--- config.mk ---
export PLATFORM = sky130hd
export DESIGN_NAME = regfile_writeback_flat
export DESIGN_NICKNAME = d
export VERILOG_FILES = /design/src/rtl/regfile_writeback_if.sv /design/src/rtl/regfile_writeback.sv /design/src/flat_wrapper.sv
export SDC_FILE = /design/constraint.sdc
export NUM_CORES = 1
export LEC_CHECK = 0
export BUFFER_PORTS_ARGS = -buffer_cell sky130_fd_sc_hd__clkbuf_2
export CAP_MARGIN = 20
export CORE_MARGIN = 5
export CORE_UTILIZATION = 61
export DETAILED_ROUTE_END_ITERATION = 12
export PLACE_DENSITY_LB_ADDON = 0.15
export SYNTH_ARGS = -nofsm -noshare
export SYNTH_HDL_FRONTEND = slang
export SYNTH_SLANG_ARGS = --single-unit
--- constraint.sdc ---
create_clock -name clk -period 3.9 [get_ports clk]
set_input_delay 0.195 -clock clk [delete_from_list [all_inputs] [get_ports clk]]
set_output_delay 0.195 -clock clk [all_outputs]
set_load 0.01 [all_outputs]
--- src/rtl/regfile_writeback_if.sv ---
// Producer-side bundle for the writeback stage: single-cycle ALU results plus the
// valid/ready offer channel for multi-cycle (load/mult) results.
interface regfile_writeback_if;
  logic        alu_valid;
  logic [4:0]  alu_reg;
  logic [31:0] alu_data;
  logic        mem_valid;
  logic        mem_ready;
  logic [4:0]  mem_reg;
  logic [31:0] mem_data;

  modport master (
    output alu_valid, alu_reg, alu_data, mem_valid, mem_reg, mem_data,
    input  mem_ready
  );

  modport slave (
    input  alu_valid, alu_reg, alu_data, mem_valid, mem_reg, mem_data,
    output mem_ready
  );
endinterface

--- src/rtl/regfile_writeback.sv ---
// Merges ALU and queued mem results onto one registered regfile write port; ALU writes land 1 cycle after
// the edge, mem writes 2 cycles after accept. ALU always wins, and mem_ready drops only when the queue is full or during clr.
module regfile_writeback #(
  parameter int DEPTH = 4
) (
  input  logic                clk,
  input  logic                clr,
  regfile_writeback_if.slave  bus,
  output logic                write,
  output logic [4:0]          write_reg,
  output logic [31:0]         write_data,
  output logic [31:0]         busy_mask,
  output logic [2:0]          queue_count
);
  localparam int PW = (DEPTH > 1) ? $clog2(DEPTH) : 1;

  logic [PW-1:0]          rd_ptr_q, rd_ptr_d;
  logic [PW-1:0]          wr_ptr_q, wr_ptr_d;
  logic [2:0]             count_q, count_d;
  logic [DEPTH-1:0]       vld_q, vld_d;
  logic [DEPTH-1:0]       live_q, live_d;
  logic [DEPTH-1:0][4:0]  reg_q, reg_d;
  logic [DEPTH-1:0][31:0] data_q, data_d;
  logic                   write_q, write_d;
  logic [4:0]             wreg_q, wreg_d;
  logic [31:0]            wdata_q, wdata_d;
  logic                   push, pop, kill;

  assign bus.mem_ready = (count_q < 3'(DEPTH)) && !clr;
  assign push          = bus.mem_valid && bus.mem_ready;
  assign pop           = !bus.alu_valid && (count_q != 3'd0);
  assign kill          = bus.alu_valid && (bus.alu_reg != 5'd0);

  // Kill only looks at slots already valid, so an entry pushed on the same edge survives.
  always_comb begin
    vld_d    = vld_q;
    live_d   = live_q;
    reg_d    = reg_q;
    data_d   = data_q;
    rd_ptr_d = rd_ptr_q;
    wr_ptr_d = wr_ptr_q;
    count_d  = count_q;
    for (int i = 0; i < DEPTH; i++) begin
      if (kill && vld_q[i] && (reg_q[i] == bus.alu_reg)) begin
        live_d[i] = 1'b0;
      end
    end
    if (pop) begin
      vld_d[rd_ptr_q]  = 1'b0;
      live_d[rd_ptr_q] = 1'b0;
      rd_ptr_d         = rd_ptr_q + PW'(1);
    end
    if (push) begin
      vld_d[wr_ptr_q]  = 1'b1;
      live_d[wr_ptr_q] = (bus.mem_reg != 5'd0);
      reg_d[wr_ptr_q]  = bus.mem_reg;
      data_d[wr_ptr_q] = bus.mem_data;
      wr_ptr_d         = wr_ptr_q + PW'(1);
    end
    case ({push, pop})
      2'b10:   count_d = count_q + 3'd1;
      2'b01:   count_d = count_q - 3'd1;
      default: count_d = count_q;
    endcase
  end

  always_comb begin
    write_d = 1'b0;
    wreg_d  = wreg_q;
    wdata_d = wdata_q;
    if (bus.alu_valid) begin
      write_d = (bus.alu_reg != 5'd0);
      wreg_d  = bus.alu_reg;
      wdata_d = bus.alu_data;
    end else if (pop) begin
      write_d = live_q[rd_ptr_q];
      wreg_d  = reg_q[rd_ptr_q];
      wdata_d = data_q[rd_ptr_q];
    end
  end

  always_comb begin
    busy_mask = '0;
    for (int i = 0; i < DEPTH; i++) begin
      if (vld_q[i] && live_q[i]) begin
        busy_mask[reg_q[i]] = 1'b1;
      end
    end
    busy_mask[0] = 1'b0;
  end

  always_ff @(posedge clk) begin
    if (clr) begin
      rd_ptr_q <= '0;
      wr_ptr_q <= '0;
      count_q  <= '0;
      vld_q    <= '0;
      live_q   <= '0;
      write_q  <= 1'b0;
      wreg_q   <= '0;
      wdata_q  <= '0;
    end else begin
      rd_ptr_q <= rd_ptr_d;
      wr_ptr_q <= wr_ptr_d;
      count_q  <= count_d;
      vld_q    <= vld_d;
      live_q   <= live_d;
      write_q  <= write_d;
      wreg_q   <= wreg_d;
      wdata_q  <= wdata_d;
    end
  end

  // Payload storage is qualified by vld_q, so it needs no reset.
  always_ff @(posedge clk) begin
    reg_q  <= reg_d;
    data_q <= data_d;
  end

  assign write       = write_q;
  assign write_reg   = wreg_q;
  assign write_data  = wdata_q;
  assign queue_count = count_q;
endmodule

--- src/flat_wrapper.sv ---
// flat-port wrapper written by rule: the top's interface ports become plain ports
module regfile_writeback_flat 
#(
  parameter int DEPTH = 4
)
  (clk, clr, write, write_reg, write_data, busy_mask, queue_count, bus_alu_valid, bus_alu_reg, bus_alu_data, bus_mem_valid, bus_mem_reg, bus_mem_data, bus_mem_ready);
  regfile_writeback_if bus_i ();
  input  logic clk;
  input  logic clr;
  output logic write;
  output logic [4:0] write_reg;
  output logic [31:0] write_data;
  output logic [31:0] busy_mask;
  output logic [2:0] queue_count;
  input wire logic [$bits(bus_i.alu_valid)-1:0] bus_alu_valid;
  input wire logic [$bits(bus_i.alu_reg)-1:0] bus_alu_reg;
  input wire logic [$bits(bus_i.alu_data)-1:0] bus_alu_data;
  input wire logic [$bits(bus_i.mem_valid)-1:0] bus_mem_valid;
  input wire logic [$bits(bus_i.mem_reg)-1:0] bus_mem_reg;
  input wire logic [$bits(bus_i.mem_data)-1:0] bus_mem_data;
  output wire logic [$bits(bus_i.mem_ready)-1:0] bus_mem_ready;
  assign bus_i.alu_valid = bus_alu_valid;
  assign bus_i.alu_reg = bus_alu_reg;
  assign bus_i.alu_data = bus_alu_data;
  assign bus_i.mem_valid = bus_mem_valid;
  assign bus_i.mem_reg = bus_mem_reg;
  assign bus_i.mem_data = bus_mem_data;
  assign bus_mem_ready = bus_i.mem_ready;
  regfile_writeback #(.DEPTH(DEPTH)) u_core (.clk(clk), .clr(clr), .bus(bus_i), .write(write), .write_reg(write_reg), .write_data(write_data), .busy_mask(busy_mask), .queue_count(queue_count));
endmodule
Word level (Yosys, flattened, before mapping)
Index checks and enable logic that the tools add are counted.
- $add $sub $neg: 4
- $mul: 0
- div/mod/pow operators: 0
- $lt $le $gt $ge: 13
- equality and inequality tests: 6
- shifts and indexed selects: 0
- muxes and demuxes: 44
- bitwise operators: 7
- reductions and logical operators: 29
- operator list (kind ; count):
    $mux W32 ; 8
    $bwmux W128 ; 1
    $or A32 B32 Y32 ; 3
    $bmux W32 S2 ; 1
    $demux W32 S2 ; 1
    $lt A5 B6 Y1 const B ; 4
    $logic_and A1 B1 Y1 ; 22
    $bwmux W20 ; 1
    $demux W1 S5 ; 4
    $eq A5 B5 Y1 ; 4
    $ge A5 B1 Y1 const B ; 4
    $mux W5 ; 4
    $mux W4 ; 4
    $mux W1 ; 13
    $bmux W5 S2 ; 1
    $demux W5 S2 ; 1
    $reduce_bool A5 Y1 ; 2
    $and A4 B4 Y4 ; 2
    $lt A2 B3 Y1 const B ; 2
    $pmux W3 S2 ; 1
    $add A2 B1 Y2 const B ; 2
    $bwmux W4 ; 1
    $demux W1 S2 ; 2
    $ge A2 B1 Y1 const B ; 2
    other kinds (11) ; 13
- register bits after elaboration: 201
- latch bits: 0
- RAM bits: 0
- memory bits (read-only): 0
- bits of input ports: 78
- output and inout bits: 74
- memories kept: 0

Longest topological paths before layout
- depth in word-level cells: 11
- mapped depth: 10

Worst setup path after synthesis
No wires, ideal clock.
- kind: reg-to-reg
- start: register u_core.count_q[2], in the netlist u_core.queue_count[2]
- end: register u_core.count_q[2], in the netlist u_core.queue_count[2]
- arrival: 2.163 ns
- required time: 3.830 ns
- slack: 1.667 ns
- stages on the path, launching flop included: 10
- cells stage by stage: dfxtp_1 nor3_1 buf_2 nor2_1 ha_1 inv_1 fa_1 xor2_1 or3_1 a21oi_1
- word-level cells in the longest chain between the ends: 5
- elaborated cells on any way between the ends: 11
- those cells by class: 2 x add/sub; 1 x order compare; 2 x eq/ne; 1 x mux; 5 x reduce/logical
- ends and longest elaborated chain (element ; RTL line ; text):
    start, declared ; regfile_writeback.sv:19 ; logic [2:0] count_q, count_d;
    start signal, assigned ; regfile_writeback.sv:105 ; count_q <= count_d;
    $lt A3 B3 Y1 ; regfile_writeback.sv:29 ; assign bus.mem_ready = (count_q < 3'(DEPTH)) && !clr;
    $logic_and A1 B1 Y1 ; regfile_writeback.sv:29 ;
    $logic_and A1 B1 Y1 ; regfile_writeback.sv:30 ; assign push = bus.mem_valid && bus.mem_ready;
    $eq A2 B1 Y1 / $eq A2 B2 Y1 (equally long branches) ; regfile_writeback.sv:60 ; case ({push, pop})
    $pmux W3 S2 / $reduce_bool A2 Y1 (equally long branches) ; - ;
Several ways; a longest one is shown, not always the timed one.
A chain may end at the register's enable or synchronous reset.

Worst setup path in the final report
- start: register u_core.reg_q[15] (netlist bit)
- end: output port busy_mask[8]
- word-level cells in the longest chain between the ends: 6
- elaborated cells on any way between the ends: 7
- those cells by class: 2 x order compare; 3 x mux; 1 x bitwise; 1 x reduce/logical
- ends and longest elaborated chain (element ; RTL line ; text):
    start, declared ; regfile_writeback.sv:22 ; logic [DEPTH-1:0][4:0] reg_q, reg_d;
    start signal, assigned ; regfile_writeback.sv:116 ; reg_q <= reg_d;
    $lt A5 B6 Y1 (not written as such) / $ge A5 B1 Y1 (equally long branches) ; regfile_writeback.sv:86 ; busy_mask[reg_q[i]] = 1'b1;
    $logic_and A1 B1 Y1 (not written as such) ; regfile_writeback.sv:86 ;
    $mux W1 (not written as such) ; regfile_writeback.sv:86 ;
    $demux W1 S5 (*) ; - ;
    $or A32 B32 Y32 (no source line) (*) ; - ;
    $mux W32 (*) ; regfile_writeback.sv:85 ; if (vld_q[i] && live_q[i]) begin
    end, declared ; flat_wrapper.sv:13 ; output logic [31:0] busy_mask;
Every way passes the cells marked *; elsewhere a longest branch is shown, timed or not.

==> qor.yml <==
outcome: "finished clean"
hold_depth: 3
power.leakage_nw: 4.22
grt_max_degree: 81
dp.cells: 983
cts_buffer_depth: 3
fin_skew_ns: 0.0167
grt_pass1_vias: 7096
async_flop_share_pct: 0
required_ns: 3.70
max_cap_viol_count: 0
setup_viol: 0
grt_pass1_wl_um: 38100
reg2reg_depth: 3
ys_seq_area_share_pct: 59.9
finalInstanceArea_mm2: 0.0113
gr-usage-met3_pct: 5.92
synth.avg_cell_area_um2: 13.1
layoutNonFillerInstCount: 1091
die_area_mm2: 0.0176
finalCriticalPeriod_ns: 2.65
syn_to_final_growth_pct: 23.5
finalHoldViolations: 0
routedWlPerCell_um: 22.1
synth_cell_types: 50
diodes: 0
start_util_pct: 62.7
viasPerCell: 6.37
cts-resized-gates: 0
hp-class: "in2reg"
track_usage_pct: 27.1
synth.net_count: 791
cp-end-kind: "output pin"
ant_nets: 0
synth-seq-cells: 201
fillers: 873
cp.arrival_ns: 2.45
clkTransAtPathRegs_ns: 0.06
clock-sinks: 201
synthCells: 703
nets: 980
final_common_cell: "clkbuf_2"
clock-root-buffer: "clkbuf_16"
use_met2_pct: 45.3
drc: 0
io_buffers: 150
coreArea_mm2: 0.0146
cp_cell_sequence: "nor3_1 > o2bb2a_1 > o211ai_1 > clkbuf_2"
ys.flop_type: "edfxtp_1"
syn_area_mm2: 0.00918
die_h_um: 133
yosysWarnings: 0
tightestPinTransition_ns: 1.15
p_per_area_mw_per_mm2: 532
htreeDepth: 1
critPathMaxFanout: 7
vdd_drop_max_uv: 402
fin_tns_setup_ns: 0
dp_hpwl_um: 14100
drtIter0Drc: 712
finalCritPeriodShare_pct: 67.9
grt-ovfl-total: 0
die_w_um: 133
synth_edf_count: 148
use_met1_pct: 35.6
antenna_found_initial: 0
finalPower_w: 0.00603
drt_first_pass_iters: 6
slew_viol_final: 0
rows: 44
clock_latency_ns: 0.50
critPathKind: "reg2out"
top_register: "u_core.data_q"
max_freq_ghz: 0.378
cts_tree: "built"
cp_slowest_cell: "nor3_1"
drive_gt1_share_pct: 26.8
startpoint_type: "register"
layout_common_cells: "clkbuf_2 (150), edfxtp_1 (148), dlygate4sd3_1 (69)"
max_stage_delay_ns: 0.90
placedInstanceArea_mm2: 0.00994
top_level_ports: 152
gp_congestion: 0.912
wl_um: 24200
grt-busiest-layer: "met2"
cts_buffers: 21
rsz0062_at_grt: "false"
largest_reg_flops: 128
slew_headroom_pct: 23.5
dr_total_vias: 6950
[layer usage]
layer | vias to the layer above | share of wire, %
li1 | 3083 | -
met3 | 72 | 8.7
met5 | - | 0
met4 | 0 | 2.9
met1 | 3374 | 39
met2 | 421 | 49
[critical path: cells and delay by family, from the launching register on]
family	cells	cell delay [ns]
compound gates	2	0.43
buf+inv	1	0.17
flops	1	0.46
simple gates	1	0.90
[report_power, final]
group / switching, W / total [W] / internal, W
logic: 0.000709 / 0.00129 / 0.000579
clock network: 0.000799 / 0.00202 / 0.00122
registers: 0.000243 / 0.00272 / 0.00248
[repair_timing]
item	4_1_cts	5_1_grt
hold endpoints to repair	180	0
hold buffers	69	0
setup buffers	0	0
[final timing paths]
path                                            start                  end  slack (ns)
worst min-delay path                   bus_alu_reg[3]  u_core.write_reg[3]        0.09
worst max register to register  u_core.queue_count[2]    u_core.data_q[55]        1.57
worst max-delay path                 u_core.reg_q[15]         busy_mask[8]        1.25
worst min register to register        u_core.vld_q[3]      u_core.vld_q[3]        0.51
[cell families after synthesis]
logic type / count (synthesis) / share of synthesized area [%]
adder cells (fa/ha/maj): 10 / 1.44
buffers and inverters: 115 / 5.23
AND/OR/NAND/NOR: 158 / 9.14
XOR/XNOR: 24 / 2.29
multiplexers: 38 / 9.32
flip-flops: 201 / 59.9
AO/OA/AOI/OAI: 156 / 12.6
other: 1 / 0.0408
[Yosys cell counts, types with 4 or more instances]
library cell  count  area [µm²]
nand2_1          59         221
o221ai_1         21         184
nor3_1            9        45.0
a22oi_1          12        90.1
buf_2             6        30.0
clkbuf_1         38         143
nor4_1            4        25.0
a221oi_2          4        60.1
xor2_1           18         158
ha_1              9         113
and3b_1           4        35.0
or3_1             6        37.5
nand3_1          14        70.1
nand4b_1          4        35.0
nor2_1           18        67.6
a31oi_1           4        25.0
and3_1            6        37.5
a221oi_1         37         324
buf_1             4        15.0
inv_1            57         214
dfxtp_1          53        1060
mux4_2           38         856
buf_4             7        52.6
a221o_1           7        70.1
nor3b_1           8        60.1
nand3b_1         12        90.1
o22ai_1           7        43.8
edfxtp_1        148        4440
xnor2_1           6        52.6
a21oi_1          53         265
[through the flow]
step	hold slack, ns	setup slack [ns]	util, %
CTS	0.0759	1.23	77.4
global route	0.102	1.18	77.5
global placement	0.412	1.67	67.8
floorplan	0.294	1.67	-
finish	0.0921	1.25	77.5
detailed placement	0.423	1.61	67.8
[final cells by class]
| type | count | area (µm²) | area share (%) |
|---|---|---|---|
| clock inverters | 9 | 103 | 0.905 |
| inverters | 58 | 218 | 1.92 |
| flip-flops and latches | 201 | 5510 | 48.6 |
| clock buffers | 29 | 606 | 5.34 |
| well taps | 184 | 230 | 2.03 |
| multi-input cells | 387 | 3200 | 28.3 |
| repair buffers | 223 | 1470 | 13.0 |
Power figures use the tool's default switching activity.
